<file path="src/rtl/ps2_rx_fifo.sv">
// ps2_rx_fifo: PS/2 device-to-host frame receiver feeding an 8-bit show-ahead FIFO.
// The raw ps_clk/ps_dat pins are synchronised and edge-detected. An 11-bit frame
// (start, 8 data LSB-first, parity, stop) is assembled, validated and pushed into
// a small circular buffer that the decoder drains with a valid/pop handshake.
// Optional feature macro: PS2_PARITY_EN enables the odd-parity check. Without it
// the parity bit is sampled but ignored.
`timescale 1ns/1ps

module ps2_rx_fifo #(
  parameter int DEPTH_LOG2 = 3,
  parameter int TIMEOUT    = 25000
) (
  input  logic                  clock,
  input  logic                  reset,
  input  logic                  ps_clk,
  input  logic                  ps_dat,
  input  logic                  pop,
  input  logic                  ovf_clr,
  output logic                  valid,
  output logic [7:0]            data,
  output logic [DEPTH_LOG2:0]   count,
  output logic                  overflow,
  output logic                  err
);

  localparam int DEPTH = 2 ** DEPTH_LOG2;
  localparam int TW    = $clog2(TIMEOUT + 1);

  typedef enum logic [1:0] {
    IDLE,
    DATA,
    PARITY,
    STOP
  } state_t;

  logic [1:0]            r_clkSync;
  logic [1:0]            r_datSync;
  logic                  r_clkPrev;
  logic                  w_fe;
  logic                  w_dat;

  state_t                r_state;
  logic [2:0]            r_bitCnt;
  logic [7:0]            r_shift;
  logic                  r_par;
  logic [TW-1:0]         r_toCnt;
  logic                  r_err;
  logic                  w_timeout;
  logic                  w_parityOk;
  logic                  w_frameGood;
  logic                  w_push;

  logic [7:0]            r_mem [DEPTH];
  logic [DEPTH_LOG2-1:0] r_wrPtr;
  logic [DEPTH_LOG2-1:0] r_rdPtr;
  logic [DEPTH_LOG2:0]   r_count;
  logic                  r_overflow;
  logic                  w_empty;
  logic                  w_full;
  logic                  w_doPop;
  logic                  w_doPush;
  logic                  w_drop;

  // Two-flop synchronisers for both pins; the idle-high level is the reset value
  // so that leaving reset never fabricates a falling edge.
  always_ff @(posedge clock) begin
    if (reset) begin
      r_clkSync <= 2'b11;
      r_datSync <= 2'b11;
      r_clkPrev <= 1'b1;
    end else begin
      r_clkSync <= {r_clkSync[0], ps_clk};
      r_datSync <= {r_datSync[0], ps_dat};
      r_clkPrev <= r_clkSync[1];
    end
  end

  assign w_fe  = r_clkPrev & ~r_clkSync[1];
  assign w_dat = r_datSync[1];

`ifdef PS2_PARITY_EN
  assign w_parityOk = ^{r_shift, r_par};
`else
  logic w_unusedPar;
  assign w_unusedPar = r_par;
  assign w_parityOk  = 1'b1;
`endif

  assign w_frameGood = w_dat & w_parityOk;
  assign w_push      = (r_state == STOP) & w_fe & w_frameGood;
  assign w_timeout   = (r_state != IDLE) & ~w_fe & (r_toCnt == TW'(TIMEOUT - 1));

  // Frame FSM with watchdog: walks start/data/parity/stop on each falling edge and
  // raises a one-cycle err on a bad stop/parity or a stalled frame.
  always_ff @(posedge clock) begin
    if (reset) begin
      r_state  <= IDLE;
      r_bitCnt <= '0;
      r_shift  <= '0;
      r_par    <= 1'b0;
      r_toCnt  <= '0;
      r_err    <= 1'b0;
    end else begin
      r_err <= 1'b0;
      if (r_state == IDLE || w_fe) begin
        r_toCnt <= '0;
      end else begin
        r_toCnt <= r_toCnt + 1'b1;
      end
      case (r_state)
        IDLE: begin
          if (w_fe && !w_dat) begin
            r_state  <= DATA;
            r_bitCnt <= '0;
          end
        end
        DATA: begin
          if (w_fe) begin
            r_shift  <= {w_dat, r_shift[7:1]};
            r_bitCnt <= r_bitCnt + 1'b1;
            if (r_bitCnt == 3'd7) begin
              r_state <= PARITY;
            end
          end
        end
        PARITY: begin
          if (w_fe) begin
            r_par   <= w_dat;
            r_state <= STOP;
          end
        end
        STOP: begin
          if (w_fe) begin
            r_state <= IDLE;
            if (!w_frameGood) begin
              r_err <= 1'b1;
            end
          end
        end
        default: r_state <= IDLE;
      endcase
      if (w_timeout) begin
        r_state <= IDLE;
        r_err   <= 1'b1;
      end
    end
  end

  assign w_empty  = (r_count == '0);
  assign w_full   = (r_count == (DEPTH_LOG2 + 1)'(DEPTH));
  assign w_doPop  = pop & ~w_empty;
  assign w_doPush = w_push & (~w_full | w_doPop);
  assign w_drop   = w_push & w_full & ~w_doPop;

  // Byte storage; contents need no reset because data is masked while empty.
  always_ff @(posedge clock) begin
    if (w_doPush) begin
      r_mem[r_wrPtr] <= r_shift;
    end
  end

  // Pointer and occupancy bookkeeping; a simultaneous push and pop leaves the
  // count untouched, which is what lets a full FIFO accept a byte while draining.
  always_ff @(posedge clock) begin
    if (reset) begin
      r_wrPtr <= '0;
      r_rdPtr <= '0;
      r_count <= '0;
    end else begin
      if (w_doPush) begin
        r_wrPtr <= r_wrPtr + 1'b1;
      end
      if (w_doPop) begin
        r_rdPtr <= r_rdPtr + 1'b1;
      end
      case ({w_doPush, w_doPop})
        2'b10:   r_count <= r_count + 1'b1;
        2'b01:   r_count <= r_count - 1'b1;
        default: r_count <= r_count;
      endcase
    end
  end

  // Sticky overflow; a new drop wins over a clear in the same cycle.
  always_ff @(posedge clock) begin
    if (reset) begin
      r_overflow <= 1'b0;
    end else if (w_drop) begin
      r_overflow <= 1'b1;
    end else if (ovf_clr) begin
      r_overflow <= 1'b0;
    end
  end

  assign valid    = ~w_empty;
  assign data     = w_empty ? 8'h00 : r_mem[r_rdPtr];
  assign count    = r_count;
  assign overflow = r_overflow;
  assign err      = r_err;

endmodule
</file>
<file path="config.mk">
export PLATFORM = sky130hd
export DESIGN_NAME = ps2_rx_fifo
export DESIGN_NICKNAME = d
export VERILOG_FILES = /design/src/rtl/ps2_rx_fifo.sv
export SDC_FILE = /design/constraint.sdc
export NUM_CORES = 1
export LEC_CHECK = 0
export BUFFER_PORTS_ARGS = -buffer_cell sky130_fd_sc_hd__buf_4
export CAP_MARGIN = 0
export CORE_ASPECT_RATIO = 1.5
export CORE_MARGIN = 2
export CORE_UTILIZATION = 55
export CTS_CLUSTER_DIAMETER = 200
export DETAILED_ROUTE_END_ITERATION = 8
export PLACE_DENSITY_LB_ADDON = 0.12
export SLEW_MARGIN = 5
export SYNTH_ARGS = -nofsm -noshare
export SYNTH_HDL_FRONTEND = slang
export SYNTH_SLANG_ARGS = --single-unit
</file>
<file path="constraint.sdc">
create_clock -name clock -period 2.27 [get_ports clock]
set_input_delay 0.227 -clock clock [delete_from_list [all_inputs] [get_ports clock]]
set_output_delay 0.227 -clock clock [all_outputs]
set_load 0.005 [all_outputs]
</file>
## Yosys cells after proc, flatten, opt, wreduce, memory -nomap -nowiden

Memories as Yosys holds them, arrays and structs flattened. A register that Yosys moved wholly into a read port is not among the register bits.
Index checks and enable logic that the tools add are counted.

- Memories kept: 1
- Logic and storage cells: 82
- Register bits: 45
- Input port bits: 6
- Bits in writable memories: 64
- Output and inout bits: 15

Memory list:

| memory | depth | bits a word | read ports | clocked after Yosys merged registers in | wr ports | RTL line | RTL |
|---|---|---|---|---|---|---|---|
| r_mem | 8 | 8 | 1 | 1 | 1 | 53 | `logic [7:0] r_mem [DEPTH];` |

- Add/subtract/negate cells: 6
- Bitwise gates (word level): 15
- Muxes and demuxes: 21
- Eq/ne operators: 13
- Reduce and logical (&&, ||, !) cells: 14

Operator list:

| cell | count |
|---|---|
| adder 15 x 1 -> 15 bit, second input constant | 1 |
| equality test 15 bit, second input constant | 1 |
| two-way mux 3 bit | 4 |
| two-way mux 2 bit | 5 |
| adder 3 x 1 -> 3 bit, second input constant | 3 |
| AND 1 bit | 9 |
| two-way mux 1 bit | 8 |
| two-way mux 8 bit | 1 |
| inequality test 2 bit, second input constant | 4 |
| one-hot mux 2 bit (4 select lines) | 1 |
| one-hot mux 4 bit (2 select lines) | 1 |
| nonzero test 2 bit | 4 |
| equality test 2 bit, second input constant | 3 |
| one-hot mux 3 bit (2 select lines) | 1 |
| inverter 1 bit | 5 |
| AND reduction 5 bit | 1 |
| adder 4 x 1 -> 4 bit, second input constant | 1 |
| equality test 2 x 1 -> 1 bit, second input constant | 2 |
| equality test 4 bit, second input constant | 1 |
| zero test 4 bit | 1 |
| OR reduction 2 bit | 2 |
| subtractor 4 x 1 -> 4 bit, second input constant | 1 |
| equality test 3 bit, second input constant | 1 |
| AND reduction 3 bit | 1 |
| other kinds (7) | 7 |

## Longest topological paths before layout

- Word-level depth: 7
- Mapped depth: 8
- Gate-level depth less buffers: 8

## Worst setup path after synthesis

No wires, ideal clock.

- Kind: flip-flop to flip-flop
- Start point: register r_state[0]
- End point: memory r_mem[4][0], enable pin
- Buffers on the path: 0
- Period minus slack after synthesis: 2.231 ns
- Data arrival time: 1.847 ns
- Setup slack: 0.039 ns
- Required time: 1.887 ns
- Library setup time: 0.383 ns
- Cell stages (with the launch flop): 6
- Path through: dfxtp_1 -> ha_1 -> nand4b_1 -> a21oi_1 -> nand2_1 -> nor3_1

- Longest elaborated chain between the ends: 6

Ends and longest elaborated chain:

| what | RTL line | RTL |
|---|---|---|
| start, declared | 42 | `state_t r_state;` |
| start signal, assigned | 97 | `r_state <= IDLE;` |
| start signal, assigned | 113 | `r_state <= DATA;` |
| start signal, assigned | 122 | `r_state <= PARITY;` |
| equality test 2 bit | 90 | `assign w_push = (r_state == STOP) & w_fe & w_frameGood;` |
| AND 1 bit (2 in series) | 90 |  |
| AND 1 bit | 152 | `assign w_doPush = w_push & (~w_full \| w_doPop);` |
| two-way mux 1 bit | 157 | `if (w_doPush) begin` |
| two-way mux 1 bit (not written as such) | 158 | `r_mem[r_wrPtr] <= r_shift;` |
| end, declared | 53 |  |

No other way between the ends.

==> results.yml <==
global_routing:
  antenna_found_initial: 0
  gr-total-overflow: 0
  grt_pass1_wl_um: 13400
  grt_pass1_vias: 2728
  grt_usage: 0.194
  grt_max_degree: 33
min_path:
  hold_end: "r_clkSync[0]"
  hold_path_class: "in2reg"
  hold_depth: 2
  worstHoldStart: "ps_clk"
logic_synthesis:
  yosys.area.top_type_share: 0.416
  avgSynthCellArea_sq_um: 13.1
  synth_cells: 353
  yosysTopAreaCell: "edfxtp_1"
  yosysSeqAreaShare: 0.625
  syn_area_sq_um: 4610
  async_reset_ff_frac: 0
  syn_nets: 369
  ys_top_cells_by_area: "edfxtp_1, dfxtp_1, mux4_2"
  yosys.cell_types.count: 47
  synth.ff_latch_count: 112
  synthFlopType: "edfxtp_1"
  synth_edf_count: 64
  yosys_warnings: 0
placement:
  gp_congestion: 0.820
  io_buffers: 20
  placedCellCount: 483
  dp_hpwl_um: 5420
  dp_slack_ps: 197
setup_path:
  crit_type: "reg2out"
  path_buf_inv: 2
  worstPathCellList: "buf_4, mux4_2, mux2i_1, nor2_1, buf_4"
  cpLargestDelayFamily: "multiplexers"
  crit_top_cell: "buf_4"
  cp.arrival_ps: 1910
  r2r_cells: 8
  cp_slowest_cell: "mux4_2"
  startpoint_type: "register"
  rr_endpoint: "count[2]"
  crit_fanout: 16
  cp.required_ps: 2040
  r2r_start: "r_state[0]"
  critPathMaxStageDelay_ps: 560
  r2r_slack_ps: 210
  end_kind: "primary output"
drt:
  wl_met2_um: 4340
  drt_wl_total_um: 8040
  wl_met1_um: 3390
  wl_per_cell_um: 16.2
  ant_nets: 0
  drt_iter0_drc: 195
  drc_errors: 0
  viasPerCell: 5.55
  routed.top_layer: "met4"
  first_pass_iters: 4
  vias: 2763
  met3WireLength_um: 206
clock_network:
  root_buffer: "clkbuf_16"
  cts_tree: "done"
  ctsResizeCount: 0
  clkLatencyLatePin_ps: 340
  clk_path_buf_depth: 2
  h-tree-depth: 3
  hold_buffers: 0
  clock_sinks: 112
  cts_inserted_buffers: 9
  clkTransAtPathRegs_ps: 60
  cts_setup_buffers: 0
sta:
  maxSlewHeadroom: 0.640
  hold_violations: 0
  setup_viol: 0
  drv_slew: 0
  worst_slack_ps: 136
  post-route-period-util: 0.940
  worst_pin_slew_ps: 539
  grt_setup_unrepaired: "false"
  finalSetupTns_ps: 0
  clock_skew_ps: 5.16
  finalCriticalPeriod_ps: 2130
  fmax_mhz: 469
run_status:
  outcome: "finished, final reports clean"
floorplan:
  placementRows: 40
  initial_utilization: 0.573
  die_h_um: 116
  die_area_sq_um: 9150
  die_w_um: 78.8
  core_sq_um: 8060
  io-pin-count: 21
cells_and_area:
  areaGrowthSynthToFinish_pct: 14.2
  layout.cells.non_filler: 498
  fin_util: 0.654
  diodes: 0
  fillers: 630
  nets: 405
  drive_gt1_frac: 0.201
pwr:
  power.total_uw: 4460
  p_leak_uw: 0.00180
  ir_worst_vdd_mv: 0.494
  powerDensity_nw_per_um2: 847
flow_run:
  drv_cap: 0
-- final cells by class --
cell class | count | area (sq um) | share of cell area
flip-flops and latches | 112 | 2880 | 0.547
well taps | 105 | 131 | 0.0249
multi-input cells | 219 | 1640 | 0.311
inverters | 6 | 22.5 | 0.00427
clock inverters | 3 | 42.5 | 0.00807
clock buffers | 12 | 246 | 0.0468
repair buffers | 41 | 308 | 0.0584
-- layout by cell type, fill, tap and decap left out, types with 7 or more instances in the layout --
cell / instances
edfxtp_1: 64
dfxtp_1: 48
buf_4: 41
nor2_1: 36
nand2_1: 24
a21oi_1: 19
mux4_2: 16
mux2i_1: 13
nand3_1: 13
nor3_1: 10
ha_1: 10
clkbuf_16: 9
o21ai_0: 7
xnor2_1: 7
-- cell families (layout without fill, tap and decap cells) --
logic type,Yosys count,after routing,share of synthesized area
compound gates,39,39,0.0553
xor+xnor,13,13,0.0247
fa+ha+maj,10,10,0.0271
buf+inv,22,62,0.0203
flops,112,112,0.625
mux,30,30,0.109
simple gates,127,127,0.139
-- flip-flops by register name, summed over array words and instances (netlist names), named ones only --
signal,count
r_shift,8
r_wrPtr,3
r_state,2
r_mem,64
count,4
overflow,1
r_bitCnt,3
r_clkPrev,1
err,1
r_toCnt,15
r_clkSync,2
r_datSync,2
r_rdPtr,3
-- cell usage after synthesis (7+ instances only) --
library cell and number:
a21oi_1 19, clkbuf_1 10, dfxtp_1 48, edfxtp_1 64, ha_1 10, mux2i_1 13, mux4_2 16, nand2_1 24
nand3_1 13, nor2_1 36, nor3_1 10, o21ai_0 7, xnor2_1 7
-- per-layer routing --
metal,track usage,vias to the layer above
met5,0,-
met4,0.0737,0
met3,0.0371,7
met2,0.344,35
met1,0.233,1350
li1,-,1371
-- power by group --
group          internal, uW  leakage (uW)  total (uW)  switching, uW
Clock                   878      0.000135        1530            651
Combinational           376      0.000683         747            371
Sequential             2160      0.000981        2190           24.5
Total                  3420       0.00180        4460           1050
-- worst register-to-register path, stage by stage, from the launching register on --
cell     delay [ps]
dfxtp_1         330
ha_1            240
and4b_1         230
nor2_1          160
xor2_1          170
ha_1            190
nor3_1           50
a32oi_1         220
mux2_1          340
-- per-stage QoR --
step                      instance area, sq um  hold slack [ps]
after floorplan                           4610              331
after global placement                    4980              394
after detailed placement                  4980              394
after CTS                                 5270             63.4
after global routing                      5270             55.9
final                                     5270             72.6
-- worst max-delay path by stage --
stage	slack, ps	depth (start not counted)	endpoint	start
2_1_floorplan	40	5	r_mem[4][0]	r_state[0]
3_3_place_gp	260	8	count[2]	r_state[0]
3_5_place_dp	200	8	count[2]	r_state[0]
4_1_cts	90	5	data[4]	register
5_1_grt	20	5	data[4]	register
6_report	140	5	data[4]	register
Power figures use the tool's default switching activity.
